===== src/rtl/if_id_buffer_if.sv =====
// Fetch-to-decode handshake bundle: {pc, instr} pairs in, head entry out, plus flush and occupancy.
interface if_id_buffer_if #(
  parameter int PC_W    = 64,
  parameter int INSTR_W = 32
);
  logic [PC_W-1:0]    pc_in;
  logic [INSTR_W-1:0] instr_in;
  logic               in_valid;
  logic               in_ready;
  logic               out_valid;
  logic               out_ready;
  logic [PC_W-1:0]    pc_out;
  logic [INSTR_W-1:0] instr_out;
  logic               flush;
  logic [1:0]         count;

  modport master (
    output pc_in, instr_in, in_valid, out_ready, flush,
    input  in_ready, out_valid, pc_out, instr_out, count
  );

  modport slave (
    input  pc_in, instr_in, in_valid, out_ready, flush,
    output in_ready, out_valid, pc_out, instr_out, count
  );
endinterface


===== src/rtl/if_id_buffer.sv =====
// 2-entry in-order IF/ID FIFO; 1-cycle latency, in_ready = not full (registered only), flush clears occupancy.
// Optional IF_ID_BUFFER_BYPASS_EN: an empty buffer forwards the incoming pair to decode combinationally.
module if_id_buffer #(
  parameter int PC_W    = 64,
  parameter int INSTR_W = 32
) (
  input logic           clk,
  input logic           reset,
  if_id_buffer_if.slave bus
);

  typedef struct packed {
    logic [PC_W-1:0]    pc;
    logic [INSTR_W-1:0] instr;
  } entry_t;

  entry_t     mem [2];
  entry_t     head;
  logic       wr_ptr;
  logic       rd_ptr;
  logic [1:0] cnt;
  logic       bypass;
  logic       push;
  logic       pop;

  assign head         = mem[rd_ptr];
  assign bus.in_ready = (cnt != 2'd2);
  assign bus.count    = cnt;

`ifdef IF_ID_BUFFER_BYPASS_EN
  assign bypass = (cnt == 2'd0) && bus.in_valid && !bus.flush;
`else
  assign bypass = 1'b0;
`endif

  always_comb begin
    pop  = (cnt != 2'd0) && bus.out_ready && !bus.flush;
    // A bypassed pair taken by decode in the same cycle never occupies a slot.
    push = bus.in_valid && bus.in_ready && !bus.flush && !(bypass && bus.out_ready);
  end

  always_comb begin
    bus.out_valid = 1'b0;
    bus.pc_out    = '0;
    bus.instr_out = '0;
    if (cnt != 2'd0) begin
      bus.out_valid = 1'b1;
      bus.pc_out    = head.pc;
      bus.instr_out = head.instr;
    end else if (bypass) begin
      bus.out_valid = 1'b1;
      bus.pc_out    = bus.pc_in;
      bus.instr_out = bus.instr_in;
    end
  end

  always_ff @(posedge clk) begin
    if (reset) begin
      cnt    <= 2'd0;
      wr_ptr <= 1'b0;
      rd_ptr <= 1'b0;
      mem[0] <= '0;
      mem[1] <= '0;
    end else if (bus.flush) begin
      // Storage is left intact; only occupancy is cleared.
      cnt    <= 2'd0;
      wr_ptr <= 1'b0;
      rd_ptr <= 1'b0;
    end else begin
      if (push) begin
        mem[wr_ptr] <= '{pc: bus.pc_in, instr: bus.instr_in};
        wr_ptr      <= ~wr_ptr;
      end
      if (pop) begin
        rd_ptr <= ~rd_ptr;
      end
      case ({push, pop})
        2'b10:   cnt <= cnt + 2'd1;
        2'b01:   cnt <= cnt - 2'd1;
        default: cnt <= cnt;
      endcase
    end
  end

endmodule


===== src/flat_wrapper.sv =====
// flat-port wrapper written by rule: the top's interface ports become plain ports
module if_id_buffer_flat 
#(
  parameter int PC_W    = 64,
  parameter int INSTR_W = 32
)
  (clk, reset, bus_pc_in, bus_instr_in, bus_in_valid, bus_out_ready, bus_flush, bus_in_ready, bus_out_valid, bus_pc_out, bus_instr_out, bus_count);
  if_id_buffer_if #(.PC_W(PC_W), .INSTR_W(INSTR_W)) bus_i ();
  input logic clk;
  input logic reset;
  input wire logic [$bits(bus_i.pc_in)-1:0] bus_pc_in;
  input wire logic [$bits(bus_i.instr_in)-1:0] bus_instr_in;
  input wire logic [$bits(bus_i.in_valid)-1:0] bus_in_valid;
  input wire logic [$bits(bus_i.out_ready)-1:0] bus_out_ready;
  input wire logic [$bits(bus_i.flush)-1:0] bus_flush;
  output wire logic [$bits(bus_i.in_ready)-1:0] bus_in_ready;
  output wire logic [$bits(bus_i.out_valid)-1:0] bus_out_valid;
  output wire logic [$bits(bus_i.pc_out)-1:0] bus_pc_out;
  output wire logic [$bits(bus_i.instr_out)-1:0] bus_instr_out;
  output wire logic [$bits(bus_i.count)-1:0] bus_count;
  assign bus_i.pc_in = bus_pc_in;
  assign bus_i.instr_in = bus_instr_in;
  assign bus_i.in_valid = bus_in_valid;
  assign bus_i.out_ready = bus_out_ready;
  assign bus_i.flush = bus_flush;
  assign bus_in_ready = bus_i.in_ready;
  assign bus_out_valid = bus_i.out_valid;
  assign bus_pc_out = bus_i.pc_out;
  assign bus_instr_out = bus_i.instr_out;
  assign bus_count = bus_i.count;
  if_id_buffer #(.PC_W(PC_W), .INSTR_W(INSTR_W)) u_core (.clk(clk), .reset(reset), .bus(bus_i));
endmodule

===== config.mk =====
export PLATFORM = sky130hd
export DESIGN_NAME = if_id_buffer_flat
export DESIGN_NICKNAME = d
export VERILOG_FILES = /design/src/rtl/if_id_buffer_if.sv /design/src/rtl/if_id_buffer.sv /design/src/flat_wrapper.sv
export SDC_FILE = /design/constraint.sdc
export NUM_CORES = 1
export LEC_CHECK = 0
export ABC_AREA = 1
export CAP_MARGIN = 20
export CORE_UTILIZATION = 50
export DETAILED_ROUTE_END_ITERATION = 12
export GPL_ROUTABILITY_DRIVEN = 1
export GPL_TIMING_DRIVEN = 0
export PLACE_DENSITY = 0.8
export SETUP_SLACK_MARGIN = 0.1
export SYNTH_ARGS = -nofsm -noshare
export SYNTH_HDL_FRONTEND = slang
export SYNTH_SLANG_ARGS = --single-unit

===== constraint.sdc =====
create_clock -name clk -period 5.44 [get_ports clk]
set_clock_uncertainty 0.05 [all_clocks]
set_input_delay 1.088 -clock clk [delete_from_list [all_inputs] [get_ports clk]]
set_output_delay 1.088 -clock clk [all_outputs]
set_load 0.02 [all_outputs]

## Word-level counts from Yosys, hierarchy flattened

Memories as Yosys holds them, arrays and structs flattened. A register that Yosys moved wholly into a read port is not among the register bits.
Cells that the tools add are included.
Widths: inputs -> output; s select.

| word-level totals | value |
|---|---|
| register bits | 4 |
| latch bits | 0 |
| output and inout bits | 100 |
| word-level logic and storage cells | 35 |
| memory bits (read-only) | 0 |
| bits in writable memories | 192 |
| bits of input ports | 101 |
| memories | 1 |

| cells by class | value |
|---|---|
| mux-type cells | 15 |
| add/subtract/negate cells | 2 |
| multipliers | 0 |
| reductions and logical operators | 9 |
| equality and inequality tests | 3 |
| magnitude comparators | 0 |
| bitwise operators | 2 |
| divide/modulo/power cells | 0 |
| shift-type cells | 0 |

Memory list:

| memory | words | bits a word | rd ports | clocked after memory_dff | write ports | RTL line | text |
|---|---|---|---|---|---|---|---|
| u_core.mem | 2 | 96 | 1 | 1 | 2 | if_id_buffer.sv:17 | `entry_t mem [2];` |

Operator list:

| cell | count |
|---|---|
| $mux 96 | 1 |
| $reduce_or 96->1 | 1 |
| $mux 64 | 1 |
| $mux 32 | 1 |
| $mux 1 | 11 |
| $logic_and 1x1->1 | 4 |
| $pmux 2 s2 | 1 |
| $reduce_bool 2->1 | 2 |
| $add 2x1->2 const B | 1 |
| $eq 2x1->1 const B | 1 |
| $eq 2x2->1 const B | 1 |
| $ne 2x2->1 const B | 1 |
| $not 1->1 | 2 |
| $reduce_or 2->1 | 1 |
| $sub 2x1->2 const B | 1 |
| $logic_not 1->1 | 1 |

## Depth between registers and ports, before layout

Gate-level depths: netlist of the first run.

| logic depth | value |
|---|---|
| depth in word-level cells | 9 |
| gate-level depth with buffers | 10 |
| gate-level depth less buffers | 10 |

## Least setup slack after synthesis of the first run

Ideal clock, no wire load.

| path | value |
|---|---|
| path type | input to register |
| start | in bus_flush |
| end | mem u_core.mem[0][0] (netlist name), enable pin |
| data required time | 4.932 ns |
| library setup time | 0.458 ns |
| path buffers | 2 |
| path slack | 0.967 ns |
| data arrival time | 3.966 ns |
| stages | 5 |
| cells stage by stage | nor2_1 nand3b_2 buf_2 buf_2 nand2_1 |

RTL lines:

| element | RTL line | text |
|---|---|---|
| start, declared | flat_wrapper.sv:15 | `input wire logic [$bits(bus_i.flush)-1:0] bus_flush;` |
| end, declared | if_id_buffer.sv:17 |  |

==> results of run 1 <==
==> final cells by class <==
cell class | instances | area, µm²
Sequential cell | 197 | 5870
Fill cell | 1245 | 5160
Clock buffer | 17 | 425
Multi-Input combinational cell | 512 | 2100
Tap cell | 220 | 275
Inverter | 103 | 387
Timing Repair Buffer | 202 | 2060
Antenna cell | 1 | 2.50
Buffer | 51 | 231
Clock inverter | 14 | 134
==> state kept, by name (all words and copies together), names as in the netlist, named ones only <==
| signal | flops |
|---|---|
| u_core.mem | 192 |
| u_core.wr_ptr | 1 |
| u_core.bus.count | 2 |
| u_core.rd_ptr | 1 |
==> final timing paths <==
path                                         start                         endpoint  slack [ns]  cells past startpoint
hold / removal          u_core.rd_ptr$_SDFFE_PP0P_                         register        0.46                      2
setup / recovery                          register                   bus_pc_out[54]        1.67                      7
hold reg to reg         u_core.rd_ptr$_SDFFE_PP0P_                         register        0.46                      2
setup reg to reg  u_core.bus.count[0]$_SDFFE_PP0P_  u_core.mem[0][10]$_SDFFCE_PN0P_        2.73                      7
==> kinds of logic (layout without fill, tap and decap cells) <==
| kind of cell | after synthesis | after routing |
|---|---|---|
| other | 0 | 1 |
| buffers and inverters | 154 | 387 |
| and+or+nand+nor | 411 | 411 |
| DFF | 197 | 197 |
| AOI/OAI and AO/OA | 100 | 100 |
| adders and majority gates | 1 | 1 |
==> Yosys cell counts <==
library cell  count  area [µm²]
a21boi_4          1        18.8
a21oi_1          98         490
buf_1             8        30.0
buf_2            14        70.1
buf_6             3        33.8
clkbuf_1         26        97.6
clkinv_1          1        3.75
dfxtp_1           5         100
edfxtp_1        192        5770
ha_1              1        12.5
inv_1           101         379
inv_2             1        3.75
nand2_1         204         766
nand3_1           1        5.00
nand3_2           1        10.0
nand3b_2          1        11.3
nand4_1           1        6.26
nor2_1          203         762
o21ai_0           1        5.00
==> metrics by stage <==
stage               setup TNS, ns  util (%)  cell area, µm²  cells
global placement          -174.77      65.2           10800   1283
CTS                             0      69.0           11500   1316
floorplan                       0         -            8570    863
global route                    0      69.0           11500   1316
finish                          0      69.0           11500   1317
detailed placement              0      65.6           10900   1285
==> layout by cell type (no fill, tap or decap), types with 2 or more instances in the layout <==
master	instances
a21oi_1	98
buf_1	8
buf_16	2
buf_2	14
buf_6	3
bufinv_16	2
clkbuf_1	26
clkbuf_16	17
clkdlybuf4s50_1	200
clkinv_1	4
clkinv_2	4
dfxtp_1	5
edfxtp_1	192
inv_1	101
inv_6	3
nand2_1	202
nand2_4	2
nor2_1	203
==> metal layers <==
metal	global-route usage (%)	vias to the layer above	wire, µm
li1	-	3197	-
met1	27.1	3048	7890
met2	42.9	230	10300
met3	6.63	22	1590
met4	7.92	0	279
met5	0	-	0
==> worst max-delay path: cells and delay by family, from the launching register on <==
kind | cells | cell delay, ns
AO/OA/AOI/OAI | 1 | 0.20
AND/OR/NAND/NOR | 1 | 0.10
flip-flops | 1 | 0.29
buffers and inverters | 5 | 1.62
==> power by group through the flow <==
| stage | Combinational [mW] | Sequential [mW] | Clock [mW] |
|---|---|---|---|
| final | 0.286 | 1.76 | 1.21 |
| after global routing | 0.313 | 1.77 | 1.29 |
| after CTS | 0.289 | 1.76 | 1.22 |
| after detailed placement | 0.287 | 1.80 | 0 |
| after global placement | 0.274 | 1.80 | 0 |
| after floorplan | 0.132 | 1.80 | 0 |
==> impl_metrics.json, run 1 <==
{
  "critPathSlowestCell": "clkdlybuf4s50_1",
  "synthSimpleGateAreaFrac_pct": 18.2,
  "clockBufferDepth": 2,
  "clkTransAtPathRegs_ns": 0.06,
  "finalPower_mw": 3.26,
  "pwr-share-clk_pct": 37.1,
  "crit_arrival_ns": 2.63,
  "cts_hold_buf": 0,
  "p_leak_nw": 4.62,
  "p_comb_share_pct": 8.8,
  "vias": 6497,
  "power_density_nw_per_um2": 284,
  "p_int_mw": 2.54,
  "syn-mean-instance-area_um2": 9.93,
  "synth_cell_types": 19,
  "drc_errors": 0,
  "cp.required_ns": 4.30,
  "start_util_pct": 51.5,
  "dr.pass1.iters": 5,
  "viasPerCell": 4.93,
  "antenna_found_initial": 0,
  "wl_per_cell_um": 15.2,
  "drtIter0Drc": 370,
  "status": "finished, final reports clean",
  "dieHeight_um": 133,
  "max_clock_freq_mhz": 265,
  "worstHoldPathType": "register to register",
  "place_ws_ns": 1.43,
  "switching_share_pct": 21.9,
  "endpoint_kind": "primary output",
  "grt_usage_pct": 23.8,
  "syn_area_um2": 8570,
  "synth_top_family_by_area": "simple AND/OR/NAND/NOR gates",
  "cts-resized-gates": 0,
  "hold_violations": 0,
  "die_area_um2": 17700,
  "min_period_ns": 3.77,
  "clock-sinks": 197,
  "grt_pass1_wl_um": 32200,
  "post_cts_buffers": 0,
  "crit_chain": "buf_2 > clkinv_1 > buf_2 > buf_1 > nand2_1 > a21oi_1 > clkdlybuf4s50_1",
  "tightest_slew_ns": 0.640,
  "drive_gt1_share_pct": 4.84,
  "clk_root_buffer_cell": "clkbuf_16",
  "drv_cap": 0,
  "dpl.hpwl_um": 13400,
  "wirelength_um": 20100,
  "synthAdderAreaFrac_pct": 0.146,
  "cp-start-kind": "register",
  "die_width_um": 133,
  "synth_nets": 965,
  "min_period_over_period_pct": 69.3,
  "synth_compound_area_share_pct": 6.00,
  "synth-seq-cells": 197,
  "crit_top_cell": "buf_2",
  "cts_tree": "built",
  "synth_xor_area_share_pct": 0,
  "path_max_fanout": 10,
  "grt_max_degree": 56,
  "seqPwrFrac_pct": 54.1,
  "synth_seq_area_share_pct": 68.4,
  "gp_congestion": 0.793,
  "slowest_delay_ns": 0.64,
  "slew-limit-headroom_pct": 57.2,
  "nNetsFinal": 1186,
  "ir_drop_v": 0.000206,
  "numCtsBuffers": 17,
  "cts_max_level": 4,
  "power_switching_mw": 0.715,
  "ant_nets": 0,
  "io_pins": 201,
  "fin_ws_ns": 1.67,
  "holdWs_ns": 0.458,
  "setup_violations": 0,
  "grt_pass1_vias": 6657,
  "synthMuxAreaShare_pct": 0,
  "yosysWarnings": 0,
  "num_rows": 47,
  "syn_to_final_growth_pct": 33.9,
  "io_buffers": 200,
  "drv_slew": 0,
  "core_area_um2": 16600,
  "insertion_delay_ns": 0.42,
  "grt.overflow.total": 0,
  "grt_setup_unrepaired": "false",
  "syn_inst": 863,
  "critical_path_class": "register to primary output"
}
Power figures use the tool's default switching activity.
==> run 2, diff against run 1 <==
clock period = 3.6 ns   (was 5.44 ns; I/O delays follow)
==> run 2 against run 1 <==
Setup slack got worse by 1.4 ns. Sequential cell count did not move. First-iteration DRC count rose by 7.8%. Final area barely moved. Global-route usage fell by 0.64 points. Non-clock buffer count did not move. Sequential share of layout area barely moved. Critical path depth fell by 1. Critical path type unchanged. Highest routed layer unchanged.
==> impl_metrics.json, run 2 (synthesis results as in run 1) <==
{
  "drtIter0Drc": 399,
  "status": "finished, final reports clean",
  "die_width_um": 133,
  "cts_tree": "built",
  "grt_pass1_wl_um": 31200,
  "grt_pass1_vias": 6193,
  "grt_usage_pct": 23.2,
  "clock-sinks": 197,
  "r2r_start": "u_core.bus.count[0]$_SDFFE_PP0P_",
  "slowest_delay_ns": 0.64,
  "wirelength_um": 20300,
  "diodes": 0,
  "core_area_um2": 16600,
  "nNetsFinal": 1186,
  "grt_setup_unrepaired": "false",
  "die_area_um2": 17700,
  "slew-limit-headroom_pct": 41.9,
  "place_ws_ns": -0.112,
  "setup_violations": 0,
  "cts_hold_buf": 0,
  "cts_max_level": 4,
  "dr.pass1.iters": 5,
  "clockBufferDepth": 2,
  "top_layer": "met4",
  "crit_top_cell": "buf_2",
  "grt_max_degree": 61,
  "ant_nets": 0,
  "power_switching_mw": 1.08,
  "min_period_over_period_pct": 91.7,
  "io_buffers": 200,
  "clkTransAtPathRegs_ns": 0.07,
  "stdcell_count": 1315,
  "dp_cells": 1285,
  "m1WireLength_um": 8210,
  "wl_per_cell_um": 15.4,
  "wl_met3_um": 1680,
  "setup_tns_ns": 0,
  "cp-start-kind": "register",
  "max_clock_freq_mhz": 303,
  "pwr-share-clk_pct": 37.2,
  "insertion_delay_ns": 0.42,
  "switching_share_pct": 21.9,
  "grt.overflow.total": 0,
  "holdWs_ns": 0.440,
  "numCtsBuffers": 17,
  "critPathSlowestCell": "clkdlybuf4s50_1",
  "min_period_ns": 3.30,
  "worstHoldStart": "u_core.rd_ptr$_SDFFE_PP0P_",
  "start_util_pct": 51.5,
  "crit_chain": "buf_2 > buf_2 > clkbuf_1 > nand2_1 > a21oi_1 > clkdlybuf4s50_1",
  "antenna_found_initial": 0,
  "power_density_nw_per_um2": 429,
  "seqPwrFrac_pct": 54.1,
  "vias": 6479,
  "crit_family": "buffers and inverters",
  "endpoint_kind": "primary output",
  "p_leak_nw": 4.61,
  "gp_congestion": 0.762,
  "hold_violations": 0,
  "layout_common_cells": "nand2_1, nor2_1, clkdlybuf4s50_1",
  "cp.required_ns": 2.83,
  "dpl.hpwl_um": 13700,
  "drv_slew": 0,
  "finalPower_mw": 4.93,
  "fin_ws_ns": 0.298,
  "dieHeight_um": 133,
  "largest_reg_flops": 192,
  "p_comb_share_pct": 8.8,
  "num_rows": 47,
  "worstHoldPathType": "register to register",
  "drv_cap": 0,
  "p_int_mw": 3.85,
  "tightest_slew_ns": 0.872,
  "post_cts_buffers": 0,
  "top_register": "u_core.mem",
  "io_pins": 201,
  "cp.buffers_inverters": 4,
  "critical_path_class": "register to primary output",
  "path_max_fanout": 10,
  "drive_gt1_share_pct": 5.39,
  "viasPerCell": 4.93,
  "ir_drop_v": 0.000310,
  "crit_arrival_ns": 2.53,
  "syn_to_final_growth_pct": 33.9,
  "dr_wl_met2_um": 10200,
  "drc_errors": 0,
  "clk_root_buffer_cell": "clkbuf_16"
}
run 2: tightest hold or removal path, delay by kind of cell (launching register included):
family,cells,cell delay (ns)
AOI/OAI and AO/OA,1,0.05
DFF,1,0.33
and+or+nand+nor,1,0.08
run 2: worst paths after layout:
path,cells after the start,slack [ns],end
worst max-delay path,6,0.30,bus_pc_out[58]
worst min-delay path,2,0.44,register
worst max register to register,7,0.75,u_core.mem[0][53]$_SDFFCE_PN0P_
worst min register to register,2,0.44,register
run 2: power groups by stage:
stage | registers, mW | clock network (mW) | logic (mW)
after detailed placement | 2.71 | 0 | 0.432
after global placement | 2.72 | 0 | 0.418
after floorplan | 2.71 | 0 | 0.201
after CTS | 2.66 | 1.84 | 0.436
final | 2.66 | 1.83 | 0.431
after global routing | 2.67 | 1.93 | 0.471
run 2: what timing repair did:
action / 4_1_cts / 5_1_grt
pin swaps: 0 / 0
gates resized for setup: 1 / 6
endpoints found under the setup margin: 1 / 41
run 2: area by class of cell:
type	instances	area, µm²
tap	220	275
clock inverter	11	128
sequential	197	5870
inverter	103	387
timing repair buffer	202	2040
clock buffer	19	433
buffer	51	238
fill	1276	5170
multi-input combinational	512	2100
run 2: routing by layer:
layer	global-route usage, %	vias up
li1	-	3202
met1	27.8	3049
met2	39.5	209
met3	8.05	19
met4	6.45	0
met5	0	-
run 2: metrics by stage:
step	area, µm²	util, %
final	11500	68.9
after global routing	11500	68.9
after CTS	11500	68.9
after detailed placement	10900	65.5
after global placement	10900	65.2
after floorplan	8580	-
==> run 3, diff against run 2 <==
CAP_MARGIN = 15   (was 20)
==> results of run 3 <==
Same layout as run 2: the final DEF is identical, and so are final timing and power.
